--- src/rtl/load_unit_pkg.sv ---
// Shared load-path definitions: funct3 load encodings, load-unit FSM states and alignment check.
package load_unit_pkg;

  typedef enum logic [2:0] {
    OpLb  = 3'b000,
    OpLh  = 3'b001,
    OpLw  = 3'b010,
    OpLbu = 3'b100,
    OpLhu = 3'b101
  } load_op_e;

  localparam logic [1:0] StIdle  = 2'd0;
  localparam logic [1:0] StIssue = 2'd1;
  localparam logic [1:0] StWait  = 2'd2;
  localparam logic [1:0] StResp  = 2'd3;

  // Illegal funct3 encodings are reported through the misaligned path as well.
  function automatic logic load_misaligned(input logic [2:0] funct3, input logic [1:0] lane);
    logic bad;
    case (funct3)
      OpLb, OpLbu: bad = 1'b0;
      OpLh, OpLhu: bad = lane[0];
      OpLw:        bad = (lane != 2'b00);
      default:     bad = 1'b1;
    endcase
    return bad;
  endfunction

endpackage

--- src/rtl/load_extract.sv ---
// Selects the byte/half/word addressed by lane out of a memory word and extends it per funct3.
module load_extract
  import load_unit_pkg::*;
#(
  parameter int unsigned DATA_W = 32
) (
  input  logic [DATA_W-1:0] word_i,
  input  logic [1:0]        lane_i,
  input  logic [2:0]        funct3_i,
  output logic [DATA_W-1:0] data_o
);

  logic [7:0]  byte_sel;
  logic [15:0] half_sel;

  always_comb begin
    byte_sel = word_i[8*lane_i +: 8];
    half_sel = word_i[16*lane_i[1] +: 16];
    data_o   = '0;
    case (funct3_i)
      OpLb:    data_o = {{(DATA_W-8){byte_sel[7]}}, byte_sel};
      OpLbu:   data_o = {{(DATA_W-8){1'b0}}, byte_sel};
      OpLh:    data_o = {{(DATA_W-16){half_sel[15]}}, half_sel};
      OpLhu:   data_o = {{(DATA_W-16){1'b0}}, half_sel};
      OpLw:    data_o = word_i;
      default: data_o = '0;
    endcase
  end

endmodule

--- src/rtl/load_unit.sv ---
// Multi-cycle load unit: one aligned word read per request, extended result held for writeback.
module load_unit
  import load_unit_pkg::*;
#(
  parameter int unsigned DATA_W         = 32,
  parameter int unsigned ADDR_W         = 32,
  parameter int unsigned TIMEOUT_CYCLES = 16
) (
  input  logic              clk,
  input  logic              reset,
  input  logic              req_valid,
  output logic              req_ready,
  input  logic [ADDR_W-1:0] req_addr,
  input  logic [2:0]        req_funct3,
  output logic              mem_rd_en,
  output logic [ADDR_W-1:0] mem_addr,
  input  logic              mem_rd_valid,
  input  logic [DATA_W-1:0] mem_rd_data,
  output logic              rsp_valid,
  output logic [DATA_W-1:0] rsp_data,
  output logic              rsp_misaligned,
  output logic              rsp_timeout,
  output logic              busy
);

  localparam int unsigned CntW = (TIMEOUT_CYCLES > 1) ? $clog2(TIMEOUT_CYCLES) : 1;
  localparam logic [CntW-1:0] CntLast = CntW'(TIMEOUT_CYCLES - 1);

  logic [1:0]        state_q, state_d;
  logic [1:0]        lane_q, lane_d;
  logic [2:0]        funct3_q, funct3_d;
  logic [ADDR_W-1:0] waddr_q, waddr_d;
  logic [CntW-1:0]   cnt_q, cnt_d;
  logic [DATA_W-1:0] data_q, data_d;
  logic              mis_q, mis_d;
  logic              to_q, to_d;
  logic [DATA_W-1:0] ext_data;

  load_extract #(
    .DATA_W(DATA_W)
  ) u_extract (
    .word_i  (mem_rd_data),
    .lane_i  (lane_q),
    .funct3_i(funct3_q),
    .data_o  (ext_data)
  );

  always_comb begin
    state_d  = state_q;
    lane_d   = lane_q;
    funct3_d = funct3_q;
    waddr_d  = waddr_q;
    cnt_d    = cnt_q;
    data_d   = data_q;
    mis_d    = mis_q;
    to_d     = to_q;
    case (state_q)
      StIdle: begin
        if (req_valid) begin
          lane_d   = req_addr[1:0];
          funct3_d = req_funct3;
          waddr_d  = {req_addr[ADDR_W-1:2], 2'b00};
          if (load_misaligned(req_funct3, req_addr[1:0])) begin
            mis_d   = 1'b1;
            data_d  = '0;
            state_d = StResp;
          end else begin
            state_d = StIssue;
          end
        end
      end
      StIssue: begin
        cnt_d   = '0;
        state_d = StWait;
      end
      StWait: begin
        // Data arriving on the expiry cycle takes priority over the timeout.
        if (mem_rd_valid) begin
          data_d  = ext_data;
          state_d = StResp;
        end else if (cnt_q == CntLast) begin
          to_d    = 1'b1;
          data_d  = '0;
          state_d = StResp;
        end else if (cnt_q != '1) begin
          cnt_d = cnt_q + 1'b1;
        end
      end
      StResp: begin
        mis_d   = 1'b0;
        to_d    = 1'b0;
        state_d = StIdle;
      end
      default: state_d = StIdle;
    endcase
  end

  always_ff @(posedge clk) begin
    if (!reset) begin
      state_q  <= StIdle;
      lane_q   <= '0;
      funct3_q <= '0;
      waddr_q  <= '0;
      cnt_q    <= '0;
      data_q   <= '0;
      mis_q    <= 1'b0;
      to_q     <= 1'b0;
    end else begin
      state_q  <= state_d;
      lane_q   <= lane_d;
      funct3_q <= funct3_d;
      waddr_q  <= waddr_d;
      cnt_q    <= cnt_d;
      data_q   <= data_d;
      mis_q    <= mis_d;
      to_q     <= to_d;
    end
  end

  assign req_ready      = (state_q == StIdle);
  assign busy           = (state_q != StIdle);
  assign mem_rd_en      = (state_q == StIssue);
  assign mem_addr       = waddr_q;
  assign rsp_valid      = (state_q == StResp);
  assign rsp_data       = data_q;
  assign rsp_misaligned = mis_q;
  assign rsp_timeout    = to_q;

endmodule

--- config.mk ---
export PLATFORM = sky130hd
export DESIGN_NAME = load_unit
export DESIGN_NICKNAME = d
export VERILOG_FILES = /design/src/rtl/load_unit_pkg.sv /design/src/rtl/load_extract.sv /design/src/rtl/load_unit.sv
export SDC_FILE = /design/constraint.sdc
export NUM_CORES = 1
export LEC_CHECK = 0
export CAP_MARGIN = 20
export CORE_ASPECT_RATIO = 1.4
export CORE_UTILIZATION = 43
export DETAILED_ROUTE_END_ITERATION = 8
export PLACE_DENSITY_LB_ADDON = 0.2
export SYNTH_ARGS = -nofsm -noshare
export SYNTH_HDL_FRONTEND = slang
export SYNTH_SLANG_ARGS = --single-unit
--- constraint.sdc ---
create_clock -name clk -period 1.9 [get_ports clk]
set_input_delay 0.38 -clock clk [delete_from_list [all_inputs] [get_ports clk]]
set_output_delay 0.38 -clock clk [all_outputs]
set_load 0.005 [all_outputs]
After elaboration in Yosys (flattened, before gate mapping)
Index checks and enable logic that the tools add are counted.
{"block": "classes", "n_addsub": 1, "n_mul": 0, "div_mod_pow": 0, "n_lt_le_gt_ge": 0, "eq_ne": 20, "shifts": 2, "muxes": 24, "bitwise": 0, "reduce_logical": 17}
{"cell": "32-bit one-hot mux with 5 select lines", "count": 1}
{"cell": "32-bit 2-to-1 mux", "count": 4}
{"cell": "32-bit one-hot mux with 2 select lines", "count": 1}
{"cell": "32-bit by 6-bit variable part select with 16-bit output", "count": 1}
{"cell": "32-bit by 6-bit variable part select with 8-bit output", "count": 1}
{"cell": "3-bit == test (second input constant)", "count": 4}
{"cell": "4-bit 2-to-1 mux", "count": 3}
{"cell": "2-bit nonzero test", "count": 6}
{"cell": "2-bit != test (second input constant)", "count": 5}
{"cell": "2-bit 2-to-1 mux", "count": 4}
{"cell": "2-bit one-hot mux with 4 select lines", "count": 1}
{"cell": "4-bit one-hot mux with 2 select lines", "count": 1}
{"cell": "4-bit AND reduction", "count": 2}
{"cell": "3-bit by 1-bit == test with 1-bit output (second input constant)", "count": 2}
{"cell": "3-bit by 2-bit == test with 1-bit output (second input constant)", "count": 2}
{"cell": "3-bit zero test", "count": 2}
{"cell": "1-bit 2-to-1 mux", "count": 6}
{"cell": "3-bit AND reduction", "count": 2}
{"cell": "4-bit by 1-bit adder with 4-bit output (second input constant)", "count": 1}
{"cell": "2-bit == test (second input constant)", "count": 2}
{"cell": "4-bit == test (second input constant)", "count": 1}
{"cell": "4-bit != test (second input constant)", "count": 1}
{"cell": "1-bit one-hot mux with 2 select lines", "count": 2}
{"cell": "2-bit AND reduction", "count": 2}
{"cell": "6 further kinds", "count": 7}
{"block": "word_totals", "regBits": 75, "latch_bits": 0, "mem_bits_rw": 0, "mem_bits_ro": 0, "inputBits": 71, "output_inout_bits": 70, "elab_cells": 72, "n_memories": 0}

Logic depth before layout (Yosys ltp)
{"block": "depth", "word_depth": 8, "mapped_depth": 7, "depth_no_buf": 6}

Cells and area by module
Synthesis repeated with hierarchy kept, for this count alone.
{"block": "unflattened", "cells_unflattened": 400, "area_unflattened_um2": 3535.9}
{"module": "load_unit", "n_inst": 1, "cells_each": 291, "area_per_inst_um2": 2750.1, "seq_area_each_um2": 1501.4}
{"module": "load_extract", "n_inst": 1, "cells_each": 109, "area_per_inst_um2": 785.8, "seq_area_each_um2": 0.0}

Least setup slack after synthesis
Ideal clock, no wire load.
{"block": "synth_path", "kind": "reg2reg", "from": "reg cnt_q[0]", "to": "reg data_q[20] (netlist: rsp_data[20])", "setup_ps": 70, "arrival_time_ps": 1493, "t_required_ps": 1830, "setup_slack_ps": 337, "path_stages_with_launch": 7, "path_buffers": 1, "synth_period_minus_slack_ps": 1563, "path_cell_list": "dfxtp_1 > ha_1 > a31oi_2 > a21oi_1 > a21boi_2 > buf_2 > o2bb2ai_1"}
{"block": "synth_between", "elab_chain_len": 3}
{"item": "start: declaration", "line_no": "load_unit.sv:33", "text": "logic [CntW-1:0] cnt_q, cnt_d;"}
{"item": "start signal: assignment", "line_no": "load_unit.sv:113", "text": "cnt_q <= cnt_d;"}
{"item": "4-bit == test", "line_no": "load_unit.sv:81", "text": "end else if (cnt_q == CntLast) begin"}
{"item": "3-bit != test (no line)"}
{"item": "4-bit AND reduction (no line)"}
{"item": "end signal: assignment", "line_no": "load_unit.sv:114", "text": "data_q <= data_d;"}
{"item": "end: declaration", "line_no": "load_unit.sv:34", "text": "logic [DATA_W-1:0] data_q, data_d;"}
Every way passes these cells.
A chain may end at the register's enable or synchronous reset.

Final worst setup path
{"block": "layout_path", "from": "reg state_q[0]", "to": "out rsp_valid"}
{"block": "layout_between", "elab_chain_len": 1}
{"item": "start: declaration", "line_no": "load_unit.sv:29", "text": "logic [1:0] state_q, state_d;"}
{"item": "start signal: assignment", "line_no": "load_unit.sv:100", "text": "state_q <= StIdle;"}
{"item": "start signal: assignment", "line_no": "load_unit.sv:109", "text": "state_q <= state_d;"}
{"item": "2-bit == test", "line_no": "load_unit.sv:124", "text": "assign rsp_valid = (state_q == StResp);"}
{"item": "end: declaration", "line_no": "load_unit.sv:19", "text": "output logic rsp_valid,"}
Every way passes these cells.

==> PnR_summary.wiki <==
{| class="wikitable"
! Metric !! Value
|-
| Clock sink count || 75
|-
| Area growth syn-to-layout || 52.41%
|-
| Final-report hold violation count || 0
|-
| Power density relative to cell area || 1080 mW/mm^2
|-
| Worst-skew pair later-pin latency || 0.36 ns
|-
| Critical Path AT || 1.45 ns
|-
| CTS tree || yes
|-
| Total of fill cells in the finished design || 594
|-
| Sequential cell area fraction in the yosys report || 0.4454
|-
| Sw frac || 0.3362
|-
| Post-layout net count || 572
|-
| Post-Syn Area per Cell || 9.468 sq um
|-
| Standby leakage power || 1.850 nW
|-
| Main flop type after synthesis || sky130_fd_sc_hd__dfxtp_1
|-
| Core Footprint || 0.007453 sq mm
|-
| CP delay by family, top || buffers and inverters
|-
| Comb pwr share || 0.407
|-
| Worst setup timing slack at the placement stage || -0.2768 ns
|-
| Setup crit end kind || output pin
|-
| Crit Path Class || flip-flop to output pin
|-
| Library cell occupying the most area in the post-synthesis netlist || sky130_fd_sc_hd__dfxtp_1
|-
| Number of flip-flops and latches in the synthesized netlist || 75
|-
| Run status || completed
|-
| Final min period || 1.834 ns
|-
| Iter 0 DRT Violations || 164
|-
| Largest fanout of any net on the critical path || 5
|-
| Unrepaired setup endpoints after global routing || false
|-
| Synthesized cell area || 0.003371 sq mm
|-
| Unique cell type count in the Yosys netlist || 49
|-
| Count of placed standard cells including taps || 582
|-
| Final worst path period share || 0.9655
|-
| Top metal layer carrying routed signals || met4
|-
| Peak ir drop on the vdd network || 0.6283 mV
|-
| Maximum capacitance violations || 0
|-
| Post-synthesis cell count || 356
|-
| Per-cell via count in the routed design || 5.488
|-
| Synth Warn # || 0
|-
| Met3 routed wirelength || 726 um
|-
| Pin count of the biggest net entering global routing || 36
|-
| Worst clock skew || 0.007251 ns
|-
| Tightest Pin Transition || 0.6841 ns
|-
| Detail-routed net length per standard cell || 16.21 um
|-
| Overflow after GRT || 0
|-
| CTS buffer count || 9
|-
| Number of antenna-violating nets in the routed design || 0
|-
| Die span in x || 76.83 um
|-
| Vert. Die Dim || 106.8 um
|-
| Clock root buffer || sky130_fd_sc_hd__clkbuf_8
|-
| Setup Fix Bufs, Post-CTS || 0
|-
| Type of the worst min-delay path || flip-flop to flip-flop
|-
| FFs w/ async S/R, synth || 0
|-
| Share of power burned in registers || 0.358
|-
| Non-filler instance count after layout || 598
|-
| Area of the die || 0.008202 sq mm
|-
| Worst-path clk slew || 0.07 ns
|-
| Number of buffers inserted for hold repair after clock tree synthesis || 0
|-
| Met2 Wirelength || 4928 um
|-
| Via count of the first global-routing pass || 3,282
|-
| Area of the multi-input gates || 0.001703 sq mm
|-
| Max Clock Freq || 0.5451 GHz
|-
| Slowest cell on the critical path || sky130_fd_sc_hd__clkdlybuf4s50_1
|-
| First-pass GRT wire length || 15,570 um
|-
| Top cells by area, synth || sky130_fd_sc_hd__dfxtp_1, sky130_fd_sc_hd__o2bb2ai_1, sky130_fd_sc_hd__nand2_1
|-
| Post-route worst setup slack || 0.06561 ns
|-
| I/O pin total || 141
|-
| Routability cong. || 0.8163
|-
| EDFF count, synth || 0
|-
| Critical Path Start Type || flip-flop
|-
| GR Util All Layers || 0.2420
|-
| Count of antenna diodes in the layout || 0
|-
| Peak per-stage delay on the critical path || 0.51 ns
|-
| Post-route DRC || 0
|-
| Number of buffer and inverter stages on the critical path || 1
|-
| Initial Util || 0.4522
|-
| CP required || 1.52 ns
|-
| Via count || 3,282
|-
| Pins Over Slew Limit || 0
|-
| Initial antenna violation count || 0
|-
| Final setup violation count || 0
|-
| Row count || 37
|-
| Internal power component || 3.684 mW
|-
| HPWL after detailed placement || 7032 um
|-
| Max transition margin || 0.5435
|-
| Critical path cell sequence || ha_2, clkdlybuf4s50_1
|-
| Power share of the clock group || 0.235
|-
| Total area of sequential cells || 0.001504 sq mm
|-
| Switching power || 1.866 mW
|-
| Maximum number of buffers from clock root to sink || 2
|-
| Post-synth top area share || 0.4454
|-
| Total iterations of the first detailed-routing run || 5
|-
| Number of H-tree levels || 3
|-
| Fraction of final layout cells with drive strength greater than 1 || 0.1218
|-
| Number of buffers added on ports || 138
|-
| Met1 routed wirelength after detailed routing || 3781 um
|-
| Total wire length after detailed routing || 9694 um
|}
[tightest hold or removal path, stage by stage, from the launching register on]
cell and delay, ns:
sky130_fd_sc_hd__dfxtp_1 0.31, sky130_fd_sc_hd__nand2_1 0.04, sky130_fd_sc_hd__a21boi_0 0.06
[what timing repair did]
item,4_1_cts,5_1_grt
endpoints found under the hold margin,0,0
endpoints found under the setup margin,3,17
gates resized for setup,5,3
[placed cells by master, fill, tap and decap left out, types with 2 or more instances in the layout]
cell type and n:
sky130_fd_sc_hd__o2bb2ai_1 32, sky130_fd_sc_hd__and3_1 2, sky130_fd_sc_hd__nand3_1 6, sky130_fd_sc_hd__o21a_1 2
sky130_fd_sc_hd__nor2b_1 4, sky130_fd_sc_hd__nor4_1 3, sky130_fd_sc_hd__a22oi_1 16, sky130_fd_sc_hd__a21oi_1 4
sky130_fd_sc_hd__a222oi_1 7, sky130_fd_sc_hd__mux2_2 8, sky130_fd_sc_hd__a221oi_1 8, sky130_fd_sc_hd__clkinv_2 2
sky130_fd_sc_hd__conb_1 2, sky130_fd_sc_hd__buf_4 18, sky130_fd_sc_hd__inv_1 6, sky130_fd_sc_hd__ha_1 3
sky130_fd_sc_hd__nand2_1 74, sky130_fd_sc_hd__dlygate4sd2_1 2, sky130_fd_sc_hd__clkdlybuf4s50_1 136, sky130_fd_sc_hd__buf_12 3
sky130_fd_sc_hd__dfxtp_1 73, sky130_fd_sc_hd__o21ai_0 7, sky130_fd_sc_hd__nor2_1 3, sky130_fd_sc_hd__clkbuf_8 12
sky130_fd_sc_hd__ha_2 2, sky130_fd_sc_hd__mux2i_1 2, sky130_fd_sc_hd__a21boi_0 36, sky130_fd_sc_hd__dfxtp_2 2
[state kept, by name, summed over array words and instances, names as in the netlist]
register and cells:
cnt_q 4, rsp_data 32, funct3_q 3, rsp_misaligned 1, state_q 2, mem_addr 30
lane_q 2, rsp_timeout 1
[synth_stat cells (2+ instances only)]
| master | n |
|---|---|
| sky130_fd_sc_hd__dfxtp_1 | 75 |
| sky130_fd_sc_hd__nand2_1 | 74 |
| sky130_fd_sc_hd__a21boi_0 | 36 |
| sky130_fd_sc_hd__o2bb2ai_1 | 32 |
| sky130_fd_sc_hd__a22oi_1 | 16 |
| sky130_fd_sc_hd__clkbuf_1 | 11 |
| sky130_fd_sc_hd__buf_2 | 10 |
| sky130_fd_sc_hd__a221oi_1 | 8 |
| sky130_fd_sc_hd__mux2_2 | 8 |
| sky130_fd_sc_hd__a222oi_1 | 7 |
| sky130_fd_sc_hd__buf_4 | 7 |
| sky130_fd_sc_hd__o21ai_0 | 7 |
| sky130_fd_sc_hd__inv_1 | 6 |
| sky130_fd_sc_hd__nand3_1 | 6 |
| sky130_fd_sc_hd__ha_1 | 5 |
| sky130_fd_sc_hd__a21oi_1 | 4 |
| sky130_fd_sc_hd__nor2_1 | 4 |
| sky130_fd_sc_hd__nor2b_1 | 4 |
| sky130_fd_sc_hd__nor4_1 | 3 |
| sky130_fd_sc_hd__and3_1 | 2 |
| sky130_fd_sc_hd__mux2i_1 | 2 |
| sky130_fd_sc_hd__o21a_1 | 2 |
[area by class of cell]
cell class | count | area share
clock inverters | 4 | 0.009255
well taps | 97 | 0.02362
flip-flops and latches | 75 | 0.2927
repair buffers | 159 | 0.3064
multi-input cells | 245 | 0.3315
inverters | 6 | 0.004384
clock buffers | 12 | 0.03215
[metal layers]
| metal | up-vias | GRT usage |
|---|---|---|
| met5 | - | 0 |
| met1 | 1525 | 0.2721 |
| li1 | 1580 | - |
| met2 | 153 | 0.4228 |
| met4 | 0 | 0.1126 |
| met3 | 24 | 0.06383 |
[metrics by stage]
stage               hold WS, ns  area (sq um)  power, mW  TNS [ns]  utilization
floorplan                0.4558          3374      3.227         0            -
global placement         0.4451          4908      4.219    -4.404       0.6586
detailed placement       0.4467          4908      4.273    -5.416       0.6586
CTS                      0.4651          5124      5.570         0       0.6874
global route             0.4809          5137      5.889         0       0.6893
finish                   0.4604          5137      5.549         0       0.6893
[cell families (layout without fill, tap and decap cells)]
| family | after synthesis | after routing | synth area share |
|---|---|---|---|
| other | 1 | 2 | 0.001113 |
| buffers and inverters | 37 | 181 | 0.05531 |
| DFF | 75 | 75 | 0.4454 |
| AOI/OAI and AO/OA | 124 | 124 | 0.2962 |
| and+or+nand+nor | 102 | 102 | 0.1399 |
| adders and majority gates | 5 | 5 | 0.01856 |
| muxes | 12 | 12 | 0.04343 |
[worst paths after layout]
path | start | to | slack [ns] | cells past startpoint
max | state_q[0]$_SDFFE_PN0P_ | rsp_valid | 0.07 | 2
min reg2reg | mem_addr[19]$_SDFFE_PN0P_ | mem_addr[19]$_SDFFE_PN0P_ | 0.46 | 2
min | mem_addr[19]$_SDFFE_PN0P_ | mem_addr[19]$_SDFFE_PN0P_ | 0.46 | 2
max reg2reg | funct3_q[0]$_SDFFE_PN0P_ | rsp_data[4]$_SDFFE_PN0P_ | 0.21 | 5
[power groups by stage]
stage / logic, mW / registers (mW) / clock network [mW]
after floorplan: 1.24 / 1.99 / 0
after global placement: 2.22 / 2.00 / 0
after detailed placement: 2.26 / 2.02 / 0
after CTS: 2.26 / 1.99 / 1.33
after global routing: 2.47 / 2.02 / 1.40
final: 2.26 / 1.99 / 1.30
(Power assumes the default switching activity.)
